### src/rtl/imem_loader.sv
// Streams program words from a valid/ready source into IMEM, pads the remainder with NOPs,
// and holds the CPU in reset until the image is complete.
module imem_loader #(
  parameter int                DEPTH      = 1024,
  parameter int                ADDR_W     = 10,
  parameter int                DATA_W     = 32,
  parameter bit                FILL_NOP   = 1'b1,
  parameter logic [DATA_W-1:0] NOP_WORD   = 'h00000013,
  parameter int                RESET_HOLD = 2
) (
  input  logic              clk,
  input  logic              reset,
  input  logic              start,
  input  logic              in_valid,
  output logic              in_ready,
  input  logic [DATA_W-1:0] in_data,
  input  logic              in_last,
  output logic              imem_we,
  output logic [ADDR_W-1:0] imem_addr,
  output logic [DATA_W-1:0] imem_wdata,
  output logic              cpu_reset,
  output logic              load_done,
  output logic [ADDR_W:0]   word_count,
  output logic              truncated
);

  localparam int                HOLD_W    = (RESET_HOLD > 1) ? $clog2(RESET_HOLD) : 1;
  localparam logic [ADDR_W:0]   DEPTH_C   = (ADDR_W+1)'(DEPTH);
  localparam logic [ADDR_W:0]   CAP_C     = (ADDR_W+1)'(DEPTH - 1);
  localparam logic [ADDR_W-1:0] LAST_ADDR = ADDR_W'(DEPTH - 1);
  localparam logic [HOLD_W-1:0] HOLD_LAST = HOLD_W'(RESET_HOLD - 1);

  typedef enum logic [1:0] {LOAD, FILL, HOLD, RUN} state_t;

  state_t              state, state_n;
  logic                in_ready_n, imem_we_n, cpu_reset_n, load_done_n, truncated_n;
  logic [ADDR_W-1:0]   imem_addr_n, fill_ptr, fill_ptr_n;
  logic [DATA_W-1:0]   imem_wdata_n;
  logic [ADDR_W:0]     word_count_n, wc_inc;
  logic [HOLD_W-1:0]   hold_cnt, hold_cnt_n;
  logic                at_cap, xfer;

  assign wc_inc = word_count + 1'b1;
  assign at_cap = (word_count == CAP_C);
  assign xfer   = in_valid && in_ready;

  always_ff @(posedge clk) begin
    if (reset) begin
      state      <= LOAD;
      in_ready   <= 1'b0;
      imem_we    <= 1'b0;
      imem_addr  <= '0;
      imem_wdata <= '0;
      cpu_reset  <= 1'b1;
      load_done  <= 1'b0;
      word_count <= '0;
      truncated  <= 1'b0;
      fill_ptr   <= '0;
      hold_cnt   <= '0;
    end else begin
      state      <= state_n;
      in_ready   <= in_ready_n;
      imem_we    <= imem_we_n;
      imem_addr  <= imem_addr_n;
      imem_wdata <= imem_wdata_n;
      cpu_reset  <= cpu_reset_n;
      load_done  <= load_done_n;
      word_count <= word_count_n;
      truncated  <= truncated_n;
      fill_ptr   <= fill_ptr_n;
      hold_cnt   <= hold_cnt_n;
    end
  end

  // All outputs are registered: this block computes their next values.
  always_comb begin
    state_n      = state;
    in_ready_n   = in_ready;
    imem_we_n    = 1'b0;
    imem_addr_n  = imem_addr;
    imem_wdata_n = imem_wdata;
    cpu_reset_n  = cpu_reset;
    load_done_n  = load_done;
    word_count_n = word_count;
    truncated_n  = truncated;
    fill_ptr_n   = fill_ptr;
    hold_cnt_n   = hold_cnt;

    case (state)
      LOAD: begin
        cpu_reset_n = 1'b1;
        load_done_n = 1'b0;
        hold_cnt_n  = '0;
        in_ready_n  = 1'b1;
        if (xfer) begin
          imem_we_n    = 1'b1;
          imem_addr_n  = word_count[ADDR_W-1:0];
          imem_wdata_n = in_data;
          word_count_n = (word_count == DEPTH_C) ? word_count : wc_inc;
          fill_ptr_n   = wc_inc[ADDR_W-1:0];
          // The DEPTH-th word ends the load even without in_last; memory is full.
          if (in_last || at_cap) begin
            in_ready_n  = 1'b0;
            truncated_n = !in_last && at_cap;
            state_n     = (FILL_NOP && !at_cap) ? FILL : HOLD;
          end
        end
      end
      FILL: begin
        in_ready_n   = 1'b0;
        imem_we_n    = 1'b1;
        imem_addr_n  = fill_ptr;
        imem_wdata_n = NOP_WORD;
        fill_ptr_n   = fill_ptr + 1'b1;
        if (fill_ptr == LAST_ADDR) state_n = HOLD;
      end
      HOLD: begin
        in_ready_n  = 1'b0;
        cpu_reset_n = 1'b1;
        if (hold_cnt == HOLD_LAST) begin
          state_n     = RUN;
          cpu_reset_n = 1'b0;
          load_done_n = 1'b1;
        end else begin
          hold_cnt_n = hold_cnt + 1'b1;
        end
      end
      RUN: begin
        in_ready_n = 1'b0;
        if (start) begin
          state_n      = LOAD;
          in_ready_n   = 1'b1;
          cpu_reset_n  = 1'b1;
          load_done_n  = 1'b0;
          word_count_n = '0;
          truncated_n  = 1'b0;
        end
      end
      default: state_n = LOAD;
    endcase
  end

endmodule

### config.mk
export PLATFORM = sky130hd
export DESIGN_NAME = imem_loader
export DESIGN_NICKNAME = d
export VERILOG_FILES = /design/src/rtl/imem_loader.sv
export SDC_FILE = /design/constraint.sdc
export NUM_CORES = 1
export LEC_CHECK = 0
export CORE_AREA = 2 2 87 89
export CTS_BUF_LIST = sky130_fd_sc_hd__clkbuf_4 sky130_fd_sc_hd__clkbuf_8
export CTS_CLUSTER_DIAMETER = 120
export DETAILED_ROUTE_END_ITERATION = 6
export DIE_AREA = 0 0 89 91
export GPL_ROUTABILITY_DRIVEN = 0
export PLACE_DENSITY = 0.8
export SYNTH_ARGS = -nofsm -noshare
export SYNTH_HDL_FRONTEND = slang
export SYNTH_SLANG_ARGS = --single-unit
### constraint.sdc
create_clock -name clk -period 2.2 [get_ports clk]
set_input_delay 0.66 -clock clk [delete_from_list [all_inputs] [get_ports clk]]
set_output_delay 0.66 -clock clk [all_outputs]
set_load 0.05 [all_outputs]
* Word-level counts from Yosys, hierarchy flattened
Index checks and enable logic that the tools add are counted.
** Word-level totals
- Register bits :: 71
- Input port bits :: 37
- Output and inout bits :: 58
- Logic and storage cells :: 76
** Operators by class
- $add $sub $neg :: 3
- Eq/ne operators :: 12
- Muxes and demuxes :: 34
- Reductions and logical operators :: 16
** Operator list (number)
- one-hot mux 32 bit (2 select lines) :: 1
- one-hot mux 10 bit (2 select lines) :: 2
- two-way mux 11 bit :: 3
- two-way mux 32 bit :: 1
- one-hot mux 11 bit (2 select lines) :: 1
- two-way mux 10 bit :: 2
- two-way mux 2 bit :: 6
- != test 2 bit, second input constant :: 6
- adder 11 x 1 -> 11 bit, second input constant :: 1
- equality test 11 x 10 -> 1 bit, second input constant :: 1
- equality test 11 bit, second input constant :: 1
- two-way mux 1 bit :: 11
- adder 10 x 1 -> 10 bit, second input constant :: 1
- equality test 10 bit, second input constant :: 1
- one-hot mux 1 bit (3 select lines) :: 3
- one-hot mux 2 bit (4 select lines) :: 1
- AND reduction 4 bit :: 2
- one-hot mux 1 bit (2 select lines) :: 3
- nonzero test 2 bit :: 3
- AND reduction 5 bit :: 1
- equality test 2 bit, second input constant :: 2
- AND reduction 2 bit :: 2
- AND reduction 3 bit :: 1
- nonzero test 3 bit :: 1
- 7 further kinds :: 8

* Longest topological paths before layout
- Word-level depth :: 5
- Mapped depth :: 8
- Gate-level depth less buffers :: 6

* Worst setup path after synthesis
OpenSTA, ideal clock, no wires.
- Path kind :: reg-to-reg
- Start :: register word_count[0]
- End :: register word_count[4]
- Setup time :: 0.091 ns
- Data arrival time :: 1.990 ns
- Required time :: 2.109 ns
- Slack :: 0.119 ns
- Cell stages (with the launch flop) :: 9
- Buffers on the path :: 2
- Period minus slack after synthesis :: 2.081 ns
- Path through :: dfxtp_1 clkbuf_2 inv_1 ha_1 nor4b_2 a41oi_1 buf_4 nand2_1 a311oi_1
** On the way
- Cells in the longest elaborated chain, start to end :: 4
- Elaborated cells between the ends (all ways) :: 7
- Classes of those cells :: 1 x add/sub; 2 x eq/ne; 3 x mux; 1 x reduce/logical
** Ends and longest elaborated chain
- from (decl) :: line 23 : output logic [ADDR_W:0] word_count,
- from (signal assigned) :: line 68 : word_count <= word_count_n;
- adder 11 x 1 -> 11 bit :: line 43 : assign wc_inc = word_count + 1'b1;
- two-way mux 11 bit :: line 99 : word_count_n = (word_count == DEPTH_C) ? word_count : wc_inc;
- two-way mux 11 bit :: line 95 : if (xfer) begin
- one-hot mux 11 bit (2 select lines) :: line 89 : case (state)
Several ways; a longest one is shown, not always the timed one. The select of a mux whose other input is x is not followed.
A chain may end at the register's enable or synchronous reset.

* Final worst setup path
- Start :: register imem_wdata[20]
- End :: output port imem_wdata[20]
** RTL lines
- from (decl) :: line 20 : output logic [DATA_W-1:0] imem_wdata,
- from (signal assigned) :: line 65 : imem_wdata <= imem_wdata_n;
No word-level cell between the ends.

==> results.sh <==
export IMPL_grt_max_degree=30
export IMPL_yosysTopAreaCell="dfxtp_1"
export IMPL_routed_top_layer="met4"
export IMPL_regToRegStartpoint="state[0]"
export IMPL_power_density_nw_per_um2=1150
export IMPL_cts_hold_repair_buffers=0
export IMPL_start_kind="register"
export IMPL_drt_total_wl_um=9360
export IMPL_fmax_ghz=0.460
export IMPL_grt_pass1_wl_um=15400
export IMPL_reg2reg_depth=6
export IMPL_synth_edf_count=0
export IMPL_ys_seq_area_frac=0.411
export IMPL_final_antenna_net_count=0
export IMPL_synth_area_um2=3460
export IMPL_drtIter0Drc=220
export IMPL_required_ps=1540
export IMPL_finClkSkew_ps=11.1
export IMPL_die_w_um=89
export IMPL_clk_latency_ps=360
export IMPL_grtUsageTotal=0.242
export IMPL_leakage_nw=2.17
export IMPL_port_buffers=94
export IMPL_synth_top_family_by_area="compound AO/OA/AOI/OAI gates"
export IMPL_p_total_mw=5.55
export IMPL_antenna_found_initial=0
export IMPL_tns_ps=0
export IMPL_r2r_slack_ps=190
export IMPL_synth_top_cell_area_share=0.411
export IMPL_dr_total_vias=3354
export IMPL_synth_seq_cells=71
export IMPL_rows=31
export IMPL_vias_per_cell=5.69
export IMPL_cts_tree="built"
export IMPL_grt_ovfl_total=0
export IMPL_avgSynthCellArea_um2=8.83
export IMPL_remaining_drc_errors=0
export IMPL_r2r_end="word_count[10]"
export IMPL_synth_nets=436
export IMPL_nets=529
export IMPL_relSlewSlack=0.620
export IMPL_wl_per_cell_um=15.9
export IMPL_clk_pin_slew_ps=80
export IMPL_max_slew_worst_pin_slew_ps=571
export IMPL_yosys_area_share_simple=0.203
export IMPL_ys_top_cells_by_area="dfxtp_1, a22oi_1, nor2_1"
export IMPL_path_cells="clkdlybuf4s50_1"
export IMPL_status="complete, no violations"
export IMPL_max_stage_delay_ps=820
export IMPL_setup_violations=0
export IMPL_first_pass_iters=4
export IMPL_dpl_hpwl_um=6810
export IMPL_postCtsSetupRepairBufs=0
export IMPL_cts_sinks=71
export IMPL_period_needed_ps=2180
export IMPL_h_tree_depth=3
export IMPL_wl_met2_um=4690
export IMPL_syn_instance_count=392
export IMPL_async_reset_ff_frac=0
export IMPL_critPathBufInv=1
export IMPL_period_share=0.989
export IMPL_synth_fa_ha_area_frac=0.0253
export IMPL_die_h_um=91
export IMPL_area_delta_synth_final_pct=39.7
export IMPL_slowest_stage="clkdlybuf4s50_1"
export IMPL_critPathMaxFanout=2
export IMPL_worstHoldPathType="reg -> reg"
export IMPL_crit_type="reg -> out"
export IMPL_core_area_um2=7140
export IMPL_end_kind="output port"
export IMPL_drive_gt1_frac=0.155
export IMPL_synth_compound_area_frac=0.251
export IMPL_boundaryPins=95
export IMPL_drt_met1_wl_um=3890
export IMPL_min_to="imem_addr[2]"
export IMPL_dr_wl_met3_um=553
export IMPL_ys_flop_type="dfxtp_1"
export IMPL_maxCapViolations=0
export IMPL_synth_mux_area_frac=0.0347
export IMPL_start_util=0.485
export IMPL_clockBufferDepth=2
export IMPL_hold_depth=2
export IMPL_synth_xor_area_frac=0.0127
export IMPL_hp_start="imem_addr[2]"
export IMPL_crit_arrival_ps=1520
export IMPL_ir_drop_v=0.000849
export IMPL_ys_types=58
export IMPL_ys_warnings_count=0
export IMPL_critical_path_top_delay_family="buffers and inverters"
export IMPL_cts_root_buf="clkbuf_8"
export IMPL_cts_buffers=9
export IMPL_die_area_um2=8100
export IMPL_slew_viol_final=0
export IMPL_hold_viol=0
export IMPL_grt_pass1_vias=3172
export IMPL_antenna_cells=0
## Yosys cell counts, types with 2 or more instances
cell      number
dfxtp_1       71
nor2_1        57
a22oi_1       29
a21oi_1       23
buf_2         18
nand3_1       16
a211oi_1      15
o21ai_0       14
nand2_1       13
mux2i_1       12
nor3_1        10
clkbuf_1       9
inv_1          9
ha_1           7
nand4_1        7
a31oi_1        6
buf_4          6
nand4b_1       5
o22ai_1        5
xnor2_1        4
clkbuf_2       3
o21a_1         3
o31a_1         3
a21boi_2       2
a41o_1         2
and2_1         2
and3_1         2
and4_1         2
nand2b_1       2
nor2b_1        2
nor3_2         2
nor4_1         2
nor4b_2        2
o21ai_1        2
o31ai_1        2
## placed cells by master (no fill, tap or decap), drive strengths merged, types with 2 or more instances in the layout
| cell type | synthesis | routed |
|---|---|---|
| dfxtp | 71 | 71 |
| nor2 | 57 | 57 |
| clkdlybuf4s50 | 0 | 50 |
| buf | 24 | 42 |
| a22oi | 29 | 29 |
| dlymetal6s2s | 0 | 25 |
| a21oi | 23 | 23 |
| nand3 | 17 | 17 |
| o21ai | 17 | 17 |
| a211oi | 15 | 15 |
| nand2 | 13 | 13 |
| nor3 | 13 | 13 |
| mux2i | 12 | 12 |
| inv | 9 | 10 |
| clkbuf | 12 | 10 |
| nand4 | 9 | 9 |
| ha | 7 | 7 |
| a31oi | 6 | 6 |
| nand4b | 5 | 5 |
| o22ai | 5 | 5 |
| xnor2 | 4 | 4 |
| o31a | 3 | 3 |
| o21a | 3 | 3 |
| nor2b | 3 | 3 |
| o31ai | 3 | 3 |
| a21boi | 2 | 2 |
| and4 | 2 | 2 |
| nand2b | 2 | 2 |
| and2 | 2 | 2 |
| nor4b | 2 | 2 |
| and3 | 2 | 2 |
| a41o | 2 | 2 |
| nor4 | 2 | 2 |
| clkinv | 0 | 2 |
| bufinv | 0 | 2 |
| o41ai | 2 | 2 |
| a31o | 2 | 2 |
## worst max-delay path by stage
stage,start,endpoint,slack (ps),cells after the start
CTS,imem_wdata[10],imem_wdata[10],7,1
global placement,in_valid,word_count[2],-50,5
detailed placement,in_valid,word_count[10],-80,5
floorplan,word_count[0],word_count[4],120,8
finish,imem_wdata[20],imem_wdata[20],20,1
global route,imem_wdata[20],imem_wdata[20],-8,1
## per-stage QoR
stage,utilization,area [µm²],hold slack [ps],worst slack [ps],std cells
2_1_floorplan,-,3460,494,119,392
3_3_place_gp,0.637,4550,488,-53.1,573
3_5_place_dp,0.637,4550,493,-81.1,573
4_1_cts,0.669,4770,504,7.11,589
5_1_grt,0.677,4830,523,-7.56,589
6_report,0.677,4830,501,24.7,589
## sequential cells by signal, indices dropped and copies added, names as in the netlist
signal	cells
load_done	1
imem_wdata	32
state	2
word_count	11
in_ready	1
fill_ptr	10
imem_addr	10
imem_we	1
hold_cnt	1
truncated	1
cpu_reset	1
## routing by layer
metal,up-vias,global-route usage
li1,1634,-
met1,1581,0.329
met2,121,0.377
met3,18,0.0418
met4,0,0.101
met5,-,0
## logic make-up after synthesis
kind of cell | Yosys count
buffers and inverters | 45
flip-flops | 71
AND/OR/NAND/NOR | 131
multiplexers | 12
AO/OA/AOI/OAI | 121
XOR/XNOR | 5
adder cells (fa/ha/maj) | 7
## power breakdown
| part | switching, mW | internal (mW) |
|---|---|---|
| sequential | 0.181 | 1.53 |
| clock | 0.532 | 0.659 |
| combinational | 1.65 | 1.00 |
## area by class of cell
class	instances	area (µm²)
flip-flops and latches	71	1420
multi-input cells	276	1820
clock inverters	6	93.8
fillers	572	2300
well taps	99	124
inverters	9	33.8
repair buffers	118	1210
clock buffers	10	131
## repair_timing
item / in CTS / in global routing
gates resized for setup: 1 / 25
hold endpoints to repair: 0 / 0
setup endpoints to repair: 1 / 25
Note: power is estimated with default switching activity, not from simulation.
